==> config.mk <==
export PLATFORM = sky130hd
export DESIGN_NAME = ahb_output_arbiter_param
export DESIGN_NICKNAME = d
export VERILOG_FILES = /design/src/rtl/ahb_arb_pkg.sv /design/src/rtl/ahb_arb_rr_pick.sv /design/src/rtl/ahb_output_arbiter_param.sv
export SDC_FILE = /design/constraint.sdc
export NUM_CORES = 1
export LEC_CHECK = 0
export CORE_MARGIN = 10
export CORE_UTILIZATION = 50
export CTS_BUF_LIST = sky130_fd_sc_hd__clkbuf_2
export DETAILED_ROUTE_END_ITERATION = 6
export PLACE_DENSITY = 0.79
export SLEW_MARGIN = 25
export SYNTH_ARGS = -nofsm -noshare
export SYNTH_HDL_FRONTEND = slang
export SYNTH_SLANG_ARGS = --single-unit
==> constraint.sdc <==
create_clock -name HCLK -period 2.7 [get_ports HCLK]
set_clock_uncertainty 0.15 [all_clocks]
set_input_delay 0.27 -clock HCLK [delete_from_list [all_inputs] [get_ports HCLK]]
set_output_delay 0.27 -clock HCLK [all_outputs]
set_load 0.05 [all_outputs]
==> src/rtl/ahb_arb_pkg.sv <==
// rtl/ahb_arb_pkg.sv - shared AHB encodings and burst helpers for the output-stage arbiter
package ahb_arb_pkg;

    localparam logic [1:0] HTRANS_IDLE   = 2'b00;
    localparam logic [1:0] HTRANS_BUSY   = 2'b01;
    localparam logic [1:0] HTRANS_NONSEQ = 2'b10;
    localparam logic [1:0] HTRANS_SEQ    = 2'b11;

    localparam logic [2:0] HBURST_SINGLE = 3'b000;
    localparam logic [2:0] HBURST_INCR   = 3'b001;
    localparam logic [2:0] HBURST_WRAP4  = 3'b010;
    localparam logic [2:0] HBURST_INCR4  = 3'b011;
    localparam logic [2:0] HBURST_WRAP8  = 3'b100;
    localparam logic [2:0] HBURST_INCR8  = 3'b101;
    localparam logic [2:0] HBURST_WRAP16 = 3'b110;
    localparam logic [2:0] HBURST_INCR16 = 3'b111;

    localparam int ARB_FIXED = 0;
    localparam int ARB_RR    = 1;

    // Beats still to come after the NONSEQ of a defined-length burst.
    function automatic logic [3:0] burst_beats(input logic [2:0] hburst);
        case (hburst)
            HBURST_WRAP4,  HBURST_INCR4:  burst_beats = 4'd3;
            HBURST_WRAP8,  HBURST_INCR8:  burst_beats = 4'd7;
            HBURST_WRAP16, HBURST_INCR16: burst_beats = 4'd15;
            default:                      burst_beats = 4'd0;
        endcase
    endfunction

endpackage

==> src/rtl/ahb_arb_rr_pick.sv <==
// rtl/ahb_arb_rr_pick.sv - combinational fixed-priority / round-robin request picker
module ahb_arb_rr_pick #(
    parameter int NUM_PORTS = 4,
    parameter int PORT_W    = 2
) (
    input  logic [NUM_PORTS-1:0] req_i,
    input  logic [PORT_W-1:0]    rr_ptr_i,
    input  logic                 rr_mode_i,
    output logic [PORT_W-1:0]    grant_o,
    output logic                 valid_o
);

    always_comb begin
        grant_o = '0;
        valid_o = 1'b0;
        if (rr_mode_i) begin
            // Scan rr_ptr+1 .. rr_ptr+NUM_PORTS; the wrap is modulo NUM_PORTS, not 2^PORT_W.
            for (int k = 1; k <= NUM_PORTS; k++) begin
                for (int i = 0; i < NUM_PORTS; i++) begin
                    if (!valid_o && req_i[i] &&
                        ((int'(rr_ptr_i) + k == i) || (int'(rr_ptr_i) + k == i + NUM_PORTS))) begin
                        grant_o = PORT_W'(i);
                        valid_o = 1'b1;
                    end
                end
            end
        end else begin
            for (int i = NUM_PORTS - 1; i >= 0; i--) begin
                if (req_i[i]) begin
                    grant_o = PORT_W'(i);
                    valid_o = 1'b1;
                end
            end
        end
    end

endmodule

==> src/rtl/ahb_output_arbiter_param.sv <==
// rtl/ahb_output_arbiter_param.sv - parametrised AHB matrix output-stage arbiter with burst/lock hold
module ahb_output_arbiter_param
    import ahb_arb_pkg::*;
#(
    parameter int NUM_PORTS  = 4,
    parameter int PORT_W     = (NUM_PORTS > 1) ? $clog2(NUM_PORTS) : 1,
    parameter int ARB_MODE   = 0,
    parameter int BURST_HOLD = 1
) (
    input  logic                 HCLK,
    input  logic                 HRESETn,
    input  logic [NUM_PORTS-1:0] req_port,
    input  logic                 HREADYM,
    input  logic                 HSELM,
    input  logic [1:0]           HTRANSM,
    input  logic [2:0]           HBURSTM,
    input  logic                 HMASTLOCKM,
    output logic [PORT_W-1:0]    addr_in_port,
    output logic                 no_port,
    output logic                 burst_hold
);

    logic [PORT_W-1:0]    addr_q, addr_d;
    logic                 no_port_q, no_port_d;
    logic                 burst_hold_q, burst_hold_d;
    logic [3:0]           beat_cnt_q, beat_cnt_d;
    logic                 incr_hold_q, incr_hold_d;
    logic [PORT_W-1:0]    rr_ptr_q, rr_ptr_d;

    logic [NUM_PORTS-1:0] cur_onehot;
    logic [NUM_PORTS-1:0] eff_req;
    logic                 cur_active;
    logic                 is_seq, is_busy;
    logic                 hold_now;
    logic                 arb_en;
    logic [PORT_W-1:0]    pick_idx;
    logic                 pick_valid;

    always_comb begin
        for (int i = 0; i < NUM_PORTS; i++) begin
            cur_onehot[i] = (addr_q == PORT_W'(i));
        end
    end

    // The selected port keeps an implicit request while it is mid-transfer.
    assign cur_active = HSELM && (HTRANSM != HTRANS_IDLE) && !no_port_q;
    assign eff_req    = req_port | (cur_onehot & {NUM_PORTS{cur_active}});

    assign is_seq  = (HTRANSM == HTRANS_SEQ);
    assign is_busy = (HTRANSM == HTRANS_BUSY);

    // The last SEQ beat (count 1 -> 0) releases, so another port may win on that edge.
    assign hold_now = ((beat_cnt_q > 4'd1) && is_seq)
                    || ((beat_cnt_q != 4'd0) && is_busy)
                    || (incr_hold_q && (is_seq || is_busy));

    assign arb_en = !HMASTLOCKM && !((BURST_HOLD != 0) && hold_now);

    ahb_arb_rr_pick #(
        .NUM_PORTS (NUM_PORTS),
        .PORT_W    (PORT_W)
    ) u_pick (
        .req_i     (eff_req),
        .rr_ptr_i  (rr_ptr_q),
        .rr_mode_i (ARB_MODE == ARB_RR),
        .grant_o   (pick_idx),
        .valid_o   (pick_valid)
    );

    always_comb begin
        addr_d    = addr_q;
        no_port_d = no_port_q;
        rr_ptr_d  = rr_ptr_q;
        if (arb_en) begin
            if (pick_valid) begin
                addr_d    = pick_idx;
                no_port_d = 1'b0;
                if (ARB_MODE == ARB_RR) begin
                    rr_ptr_d = pick_idx;
                end
            end else if (HSELM) begin
                no_port_d = 1'b0;
            end else begin
                no_port_d = 1'b1;
            end
        end
    end

    always_comb begin
        beat_cnt_d  = beat_cnt_q;
        incr_hold_d = incr_hold_q;
        if (!no_port_q) begin
            case (HTRANSM)
                HTRANS_NONSEQ: begin
                    beat_cnt_d  = burst_beats(HBURSTM);
                    incr_hold_d = (HBURSTM == HBURST_INCR);
                end
                HTRANS_SEQ: begin
                    if (beat_cnt_q != 4'd0) begin
                        beat_cnt_d = beat_cnt_q - 4'd1;
                    end
                end
                HTRANS_IDLE: begin
                    beat_cnt_d  = 4'd0;
                    incr_hold_d = 1'b0;
                end
                default: ;
            endcase
        end
        // Burst tracking belongs to the old owner; a new owner starts clean.
        if (!no_port_d && (no_port_q || (addr_d != addr_q))) begin
            beat_cnt_d  = 4'd0;
            incr_hold_d = 1'b0;
        end
        burst_hold_d = (beat_cnt_d != 4'd0) || incr_hold_d;
    end

    always_ff @(posedge HCLK) begin
        if (!HRESETn) begin
            addr_q       <= '0;
            no_port_q    <= 1'b1;
            burst_hold_q <= 1'b0;
            beat_cnt_q   <= 4'd0;
            incr_hold_q  <= 1'b0;
            rr_ptr_q     <= PORT_W'(NUM_PORTS - 1);
        end else if (HREADYM) begin
            addr_q       <= addr_d;
            no_port_q    <= no_port_d;
            burst_hold_q <= burst_hold_d;
            beat_cnt_q   <= beat_cnt_d;
            incr_hold_q  <= incr_hold_d;
            rr_ptr_q     <= rr_ptr_d;
        end
    end

    assign addr_in_port = addr_q;
    assign no_port      = no_port_q;
    assign burst_hold   = burst_hold_q;

endmodule

==> flow_metrics.env, run 1 <==
export IMPL_rsz0062_at_grt="false"
export IMPL_slew_headroom_pct=65.6
export IMPL_syn2layout_area_growth_pct=25.8
export IMPL_hold_class="flop to flop"
export IMPL_hp_start="burst_hold"
export IMPL_cts_root_buf="clkbuf_2"
export IMPL_power_leakage_nw=0.375
export IMPL_fin_crit_ns=2.24
export IMPL_synth_warnings=0
export IMPL_path_clk_slew_ns=0.08
export IMPL_ys_seq_area_share_pct=22.1
export IMPL_cp_slowest_stage_delay_ns=0.61
export IMPL_via_per_inst=6.49
export IMPL_wirelength_um=2210
export IMPL_worstPathRequired_ns=2.74
export IMPL_worstSetupPathType="input pin to flop"
export IMPL_synth_top_flop_cell="dfxtp_1"
export IMPL_crit_path_start_kind="input pin"
export IMPL_status="completed"
export IMPL_grt_use_total_pct=13.1
export IMPL_diodes=0
export IMPL_critPathLaunch="req_port[0]"
export IMPL_rr_startpoint="beat_cnt_q[0]"
export IMPL_synth_enable_flop_cells=0
export IMPL_grt_util_met3_pct=4.59
export IMPL_clk_latency_ns=0.27
export IMPL_worstPathCellList="clkdlybuf4s50_1 > or4_1 > o22a_1 > a21o_1 > a31oi_1 > a22o_1"
export IMPL_hold_viol=0
export IMPL_nets=140
export IMPL_num_rows=14
export IMPL_crit_path_end_kind="flop"
export IMPL_clkSinkCount=9
export IMPL_drc=0
export IMPL_grt_ovfl_total=0
export IMPL_drv_slew=0
export IMPL_gp_congestion=0.934
export IMPL_netlist_area_um2=815
export IMPL_grt_busiest_layer="met2"
export IMPL_die_x_um=60.4
export IMPL_dpl_hpwl_um=1700
export IMPL_first_pass_iters=5
export IMPL_holdBufCountCts=0
export IMPL_cts_made_buffers=3
export IMPL_seq_area_um2=180
export IMPL_finalInstanceArea_um2=1020
export IMPL_tightest_slew_ns=0.514
export IMPL_worst_path_buf_inv=1
export IMPL_clockBufferDepth=2
export IMPL_dpl_cell_area_um2=1000
export IMPL_cp_slowest_cell="or4_1"
export IMPL_synthArstFlopShare_pct=0
export IMPL_grt_max_degree=11
export IMPL_finalPower_uw=342
export IMPL_synth_cell_type_count=44
export IMPL_drtIter0Drc=27
export IMPL_cts_resized_gates=0
export IMPL_crit_fanout=8
export IMPL_wl_per_cell_um=16.0
export IMPL_cts_tree="done"
export IMPL_syn_nets=119
export IMPL_start_util_pct=53.4
export IMPL_setup_violations=0
export IMPL_multi_input_area_um2=604
export IMPL_ioPinCount=18
export IMPL_die_area_um2=3640
export IMPL_post_cts_buffers=0
export IMPL_use_met1_pct=16.0
export IMPL_synth_seq_cells=9
export IMPL_ant_nets=0
export IMPL_syn_inst=102
export IMPL_layout_worst_path_cycle_share_pct=82.9
export IMPL_peakVddDrop_mv=0.270
export IMPL_portBuffers=17
export IMPL_setup_tns_ns=0
export IMPL_core_um2=1520
export IMPL_use_met2_pct=20.7
export IMPL_die_y_um=60.4
export IMPL_dr_total_vias=896
export IMPL_cts_htree_levels=1
export IMPL_grt_pass1_vias=814
export IMPL_crit_arrival_ns=2.28
export IMPL_grt_pass1_wl_um=3760
export IMPL_fmax_mhz=447
export IMPL_antenna_found_initial=0
export IMPL_critPathTopFamily="compound AO/OA/AOI/OAI gates"
export IMPL_cellPowerDensity_nw_per_um2=334
export IMPL_avgSynthCellArea_um2=7.99
export IMPL_drive_gt1_share_pct=9.02
export IMPL_fill_cells=139
export IMPL_drv_cap=0
layer usage:
layer  share of wire (%)  up-vias
met5                   0        -
met4                 1.7        0
met3                 5.7        8
met2                  47       39
met1                  46      405
li1                    -      444
per-stage QoR:
stage / hold WS, ns / setup slack, ns / std cells / util [%]
6_report: 0.322 / 0.463 / 138 / 67.2
5_1_grt: 0.352 / 0.336 / 138 / 67.2
4_1_cts: 0.330 / 0.457 / 138 / 67.2
3_5_place_dp: 0.308 / 0.241 / 134 / 65.9
3_3_place_gp: 0.291 / 0.286 / 134 / 65.9
2_1_floorplan: 0.211 / 0.683 / 102 / -
state kept, by name, summed over array words and instances, names as in the netlist:
signal	flops
addr_in_port	2
beat_cnt_q	4
burst_hold	1
incr_hold_q	1
no_port	1
layout by cell type (no fill, tap or decap), types with 2 or more instances in the layout:
cell type,count
ha_1,3
a22o_1,4
nor3b_1,3
mux2i_1,3
a21o_1,2
nand2_1,5
inv_1,6
clkdlybuf4s50_1,17
nor2b_1,4
or4_1,2
a31oi_1,3
clkbuf_2,4
dfxtp_1,9
a21oi_1,2
o311ai_0,2
nand3_1,2
o211ai_1,2
nand2b_1,3
o21ai_0,9
nor2_1,8
nor3_1,2
nand4_1,3
worst reg2reg max path: stages (launching register included):
cell       delay, ns
dfxtp_1         0.37
inv_1           0.12
ha_1            0.24
or3b_2          0.48
a31oi_1         0.23
o2111ai_1       0.12
nor4_1          0.30
o21ai_0         0.11
path summary, 6_finish.rpt:
| kind | cells after the start | to | slack, ns |
|---|---|---|---|
| max | 6 | beat_cnt_q[1] | 0.46 |
| max reg2reg | 7 | burst_hold | 0.47 |
| min | 2 | burst_hold | 0.32 |
| min reg2reg | 2 | burst_hold | 0.32 |
final cells by class:
type	instances	share of cell area, %
inverter	6	2.20
multi-input combinational	85	59.0
clock buffer	4	1.95
sequential	9	17.6
timing repair buffer	18	17.3
tap	16	1.95
cells in the mapped netlist, types with 2 or more instances:
cell type	n	area (µm²)
nor3_1	2	10.0
o311ai_0	2	17.5
dfxtp_1	9	180
nor2_1	8	30.0
inv_1	6	22.5
a21o_1	2	15.0
or4_1	2	15.0
nor3b_1	3	22.5
mux2i_1	3	30.0
ha_1	3	37.5
o211ai_1	2	15.0
a21oi_1	2	10.0
o21ai_0	9	45.0
clkbuf_1	2	7.51
nand2_1	5	18.8
nand2b_1	3	18.8
a22o_1	4	35.0
nand4_1	3	18.8
nor2b_1	4	25.0
nand3_1	2	10.0
a31oi_1	3	18.8
power breakdown:
group          internal [mW]  switching, mW
logic                 0.0504         0.0553
registers              0.137        0.00754
clock network         0.0393         0.0530
total                  0.226          0.116
cells by family after synthesis:
group	Yosys count	share of synthesized area (%)
simple gates	42	30.9
compound gates	37	35.0
flops	9	22.1
buf+inv	8	3.69
mux	3	3.69
fa+ha+maj	3	4.61
No activity file was read; power rests on OpenSTA's default activity.
==> inputs of run 2 (changes only) <==
--- a/config.mk
+++ b/config.mk
@@ -6,10 +6,10 @@
 export NUM_CORES = 1
 export LEC_CHECK = 0
 export CORE_MARGIN = 10
-export CORE_UTILIZATION = 50
+export CORE_UTILIZATION = 46
 export CTS_BUF_LIST = sky130_fd_sc_hd__clkbuf_2
 export DETAILED_ROUTE_END_ITERATION = 6
-export PLACE_DENSITY = 0.79
+export PLACE_DENSITY = 0.77
 export SLEW_MARGIN = 25
 export SYNTH_ARGS = -nofsm -noshare
 export SYNTH_HDL_FRONTEND = slang
==> constraint.sdc (replaced) <==
create_clock -name HCLK -period 1.9 [get_ports HCLK]
set_clock_uncertainty 0.15 [all_clocks]
set_input_delay 0.19 -clock HCLK [delete_from_list [all_inputs] [get_ports HCLK]]
set_output_delay 0.19 -clock HCLK [all_outputs]
set_load 0.05 [all_outputs]
==> flow_metrics.env, run 2 (synthesis gave the netlist of run 1 again) <==
export IMPL_grt_pass1_wl_um=4380
export IMPL_worstSetupPathType="flop to flop"
export IMPL_fin_crit_ns=2.00
export IMPL_crit_path_start_kind="flop"
export IMPL_final_cell_mix="31 x buf_4, 12 x clkdlybuf4s50_1, 8 x nor2_1"
export IMPL_dr_total_vias=1034
export IMPL_ant_nets=0
export IMPL_cts_tree="done"
export IMPL_drv_slew=0
export IMPL_via_per_inst=5.91
export IMPL_clkSinkCount=9
export IMPL_hold_viol=0
export IMPL_grt_ovfl_total=0
export IMPL_cp_slowest_cell="or4_4"
export IMPL_tightest_slew_ns=0.499
export IMPL_start_util_pct=47.7
export IMPL_cellPowerDensity_nw_per_um2=404
export IMPL_utilization_pct=79.8
export IMPL_first_pass_iters=4
export IMPL_slew_headroom_pct=66.6
export IMPL_crit_arrival_ns=2.05
export IMPL_cp_slowest_stage_delay_ns=0.54
export IMPL_swShare_pct=35.0
export IMPL_setup_violations=9
export IMPL_num_rows=15
export IMPL_dp_cells=168
export IMPL_cts_htree_levels=1
export IMPL_hold_class="input pin to flop"
export IMPL_grt_max_degree=10
export IMPL_p_int_uw=358
export IMPL_fill_cells=107
export IMPL_pwr_share_clk_pct=23.4
export IMPL_power_leakage_nw=0.553
export IMPL_peakVddDrop_mv=0.399
export IMPL_wl_per_cell_um=17.0
export IMPL_dpl_cell_area_um2=1200
export IMPL_ioPinCount=18
export IMPL_worstPathCellList="or4_4 > o32ai_4 > nand2_2 > or3_1 > a21oi_2"
export IMPL_dpl_hpwl_um=2150
export IMPL_p_comb_share_pct=39.8
export IMPL_crit_fanout=5
export IMPL_finalPower_uw=550
export IMPL_finalInstanceArea_um2=1360
export IMPL_cts_root_buf="clkbuf_2"
export IMPL_wirelength_um=2980
export IMPL_grt_pass1_vias=921
export IMPL_drc=0
export IMPL_nets=168
export IMPL_worst_path_buf_inv=0
export IMPL_violations="negative setup slack"
export IMPL_drive_gt1_share_pct=40.7
export IMPL_worstPathRequired_ns=1.95
export IMPL_clockBufferDepth=2
export IMPL_pwr_share_seq_pct=36.8
export IMPL_crit_path_end_kind="flop"
export IMPL_setup_ws_ns=-0.0999
export IMPL_critPathTopFamily="simple AND/OR/NAND/NOR gates"
export IMPL_path_clk_slew_ns=0.11
export IMPL_die_x_um=62.1
export IMPL_gp_congestion=0.835
export IMPL_grt_use_total_pct=15.1
export IMPL_drtIter0Drc=60
export IMPL_cts_made_buffers=3
export IMPL_registers_top_by_ff_count="beat_cnt_q"
export IMPL_clk_latency_ns=0.25
export IMPL_fin_cells=175
export IMPL_setup_tns_ns=-0.473
export IMPL_drv_cap=0
export IMPL_largest_register_ffs=4
export IMPL_die_area_um2=3850
export IMPL_rsz0062_at_grt="true"
export IMPL_antenna_found_initial=0
export IMPL_syn2layout_area_growth_pct=67.3
export IMPL_portBuffers=17
export IMPL_diodes=0
export IMPL_layout_worst_path_cycle_share_pct=105
export IMPL_power_switching_uw=192
export IMPL_final_common_cell="buf_4"
export IMPL_core_um2=1710
export IMPL_fmax_mhz=500
export IMPL_status="finished with violations"
export IMPL_die_y_um=62.1
[run 2: cell count changes in the layout (fill, tap and decap cells not counted), moves of 3 or more]
cell,previous run,this run
buf_4,1,31
clkdlybuf4s50_1,17,12
dfxtp_1,9,5
dfxtp_2,0,4
o21ai_0,9,6
o21ai_1,0,3
[run 2: final cells by class]
cell class	instances	area, µm²	share of cell area [%]
clock buffers	4	20.0	1.47
inverters	6	25.0	1.84
multi-input cells	85	716	52.5
flip-flops and latches	9	185	13.6
well taps	25	31.3	2.30
repair buffers	46	385	28.3
[run 2: metrics by stage]
| step | hold WS (ns) | worst slack (ns) |
|---|---|---|
| floorplan | 0.131 | 0.0351 |
| global placement | 0.296 | -0.372 |
| detailed placement | 0.308 | -0.391 |
| CTS | 0.338 | -0.125 |
| global route | 0.169 | -0.164 |
| finish | 0.169 | -0.0999 |
[run 2: path summary, 6_finish.rpt]
path,to,slack [ns],start,depth (start not counted)
setup reg to reg,addr_in_port[1],-0.1,incr_hold_q,5
setup / recovery,addr_in_port[1],-0.1,incr_hold_q,5
hold reg to reg,burst_hold,0.32,burst_hold,2
hold / removal,no_port,0.17,req_port[2],3
[run 2: power groups by stage]
stage          clock, mW  sequential, mW  combinational, mW
6_report           0.129           0.202              0.219
5_1_grt            0.141           0.203              0.235
4_1_cts            0.127           0.201              0.184
3_5_place_dp           0           0.206              0.183
3_3_place_gp           0           0.205              0.178
2_1_floorplan          0           0.224             0.0702
[run 2: what timing repair did]
item | in CTS | in global routing
gates resized for setup | 2 | 27
hold buffers | 0 | 0
setup buffers | 0 | 3
endpoints found under the setup margin | 7 | 9
pin swaps | 3 | 11
hold endpoints to repair | 0 | 0
[run 2: worst reg2reg max path: stages, from the launching register on]
cell and delay, ns:
dfxtp_1 0.35, or4_4 0.54, o32ai_4 0.32, nand2_2 0.12, or3_1 0.34, a21oi_2 0.13
[run 2: routing by layer]
metal	GRT usage, %	vias up	routed length (µm)
li1	-	501	-
met1	19.7	492	1270
met2	23.5	37	1450
met3	3.86	4	235
met4	4.46	0	26
met5	0	-	0
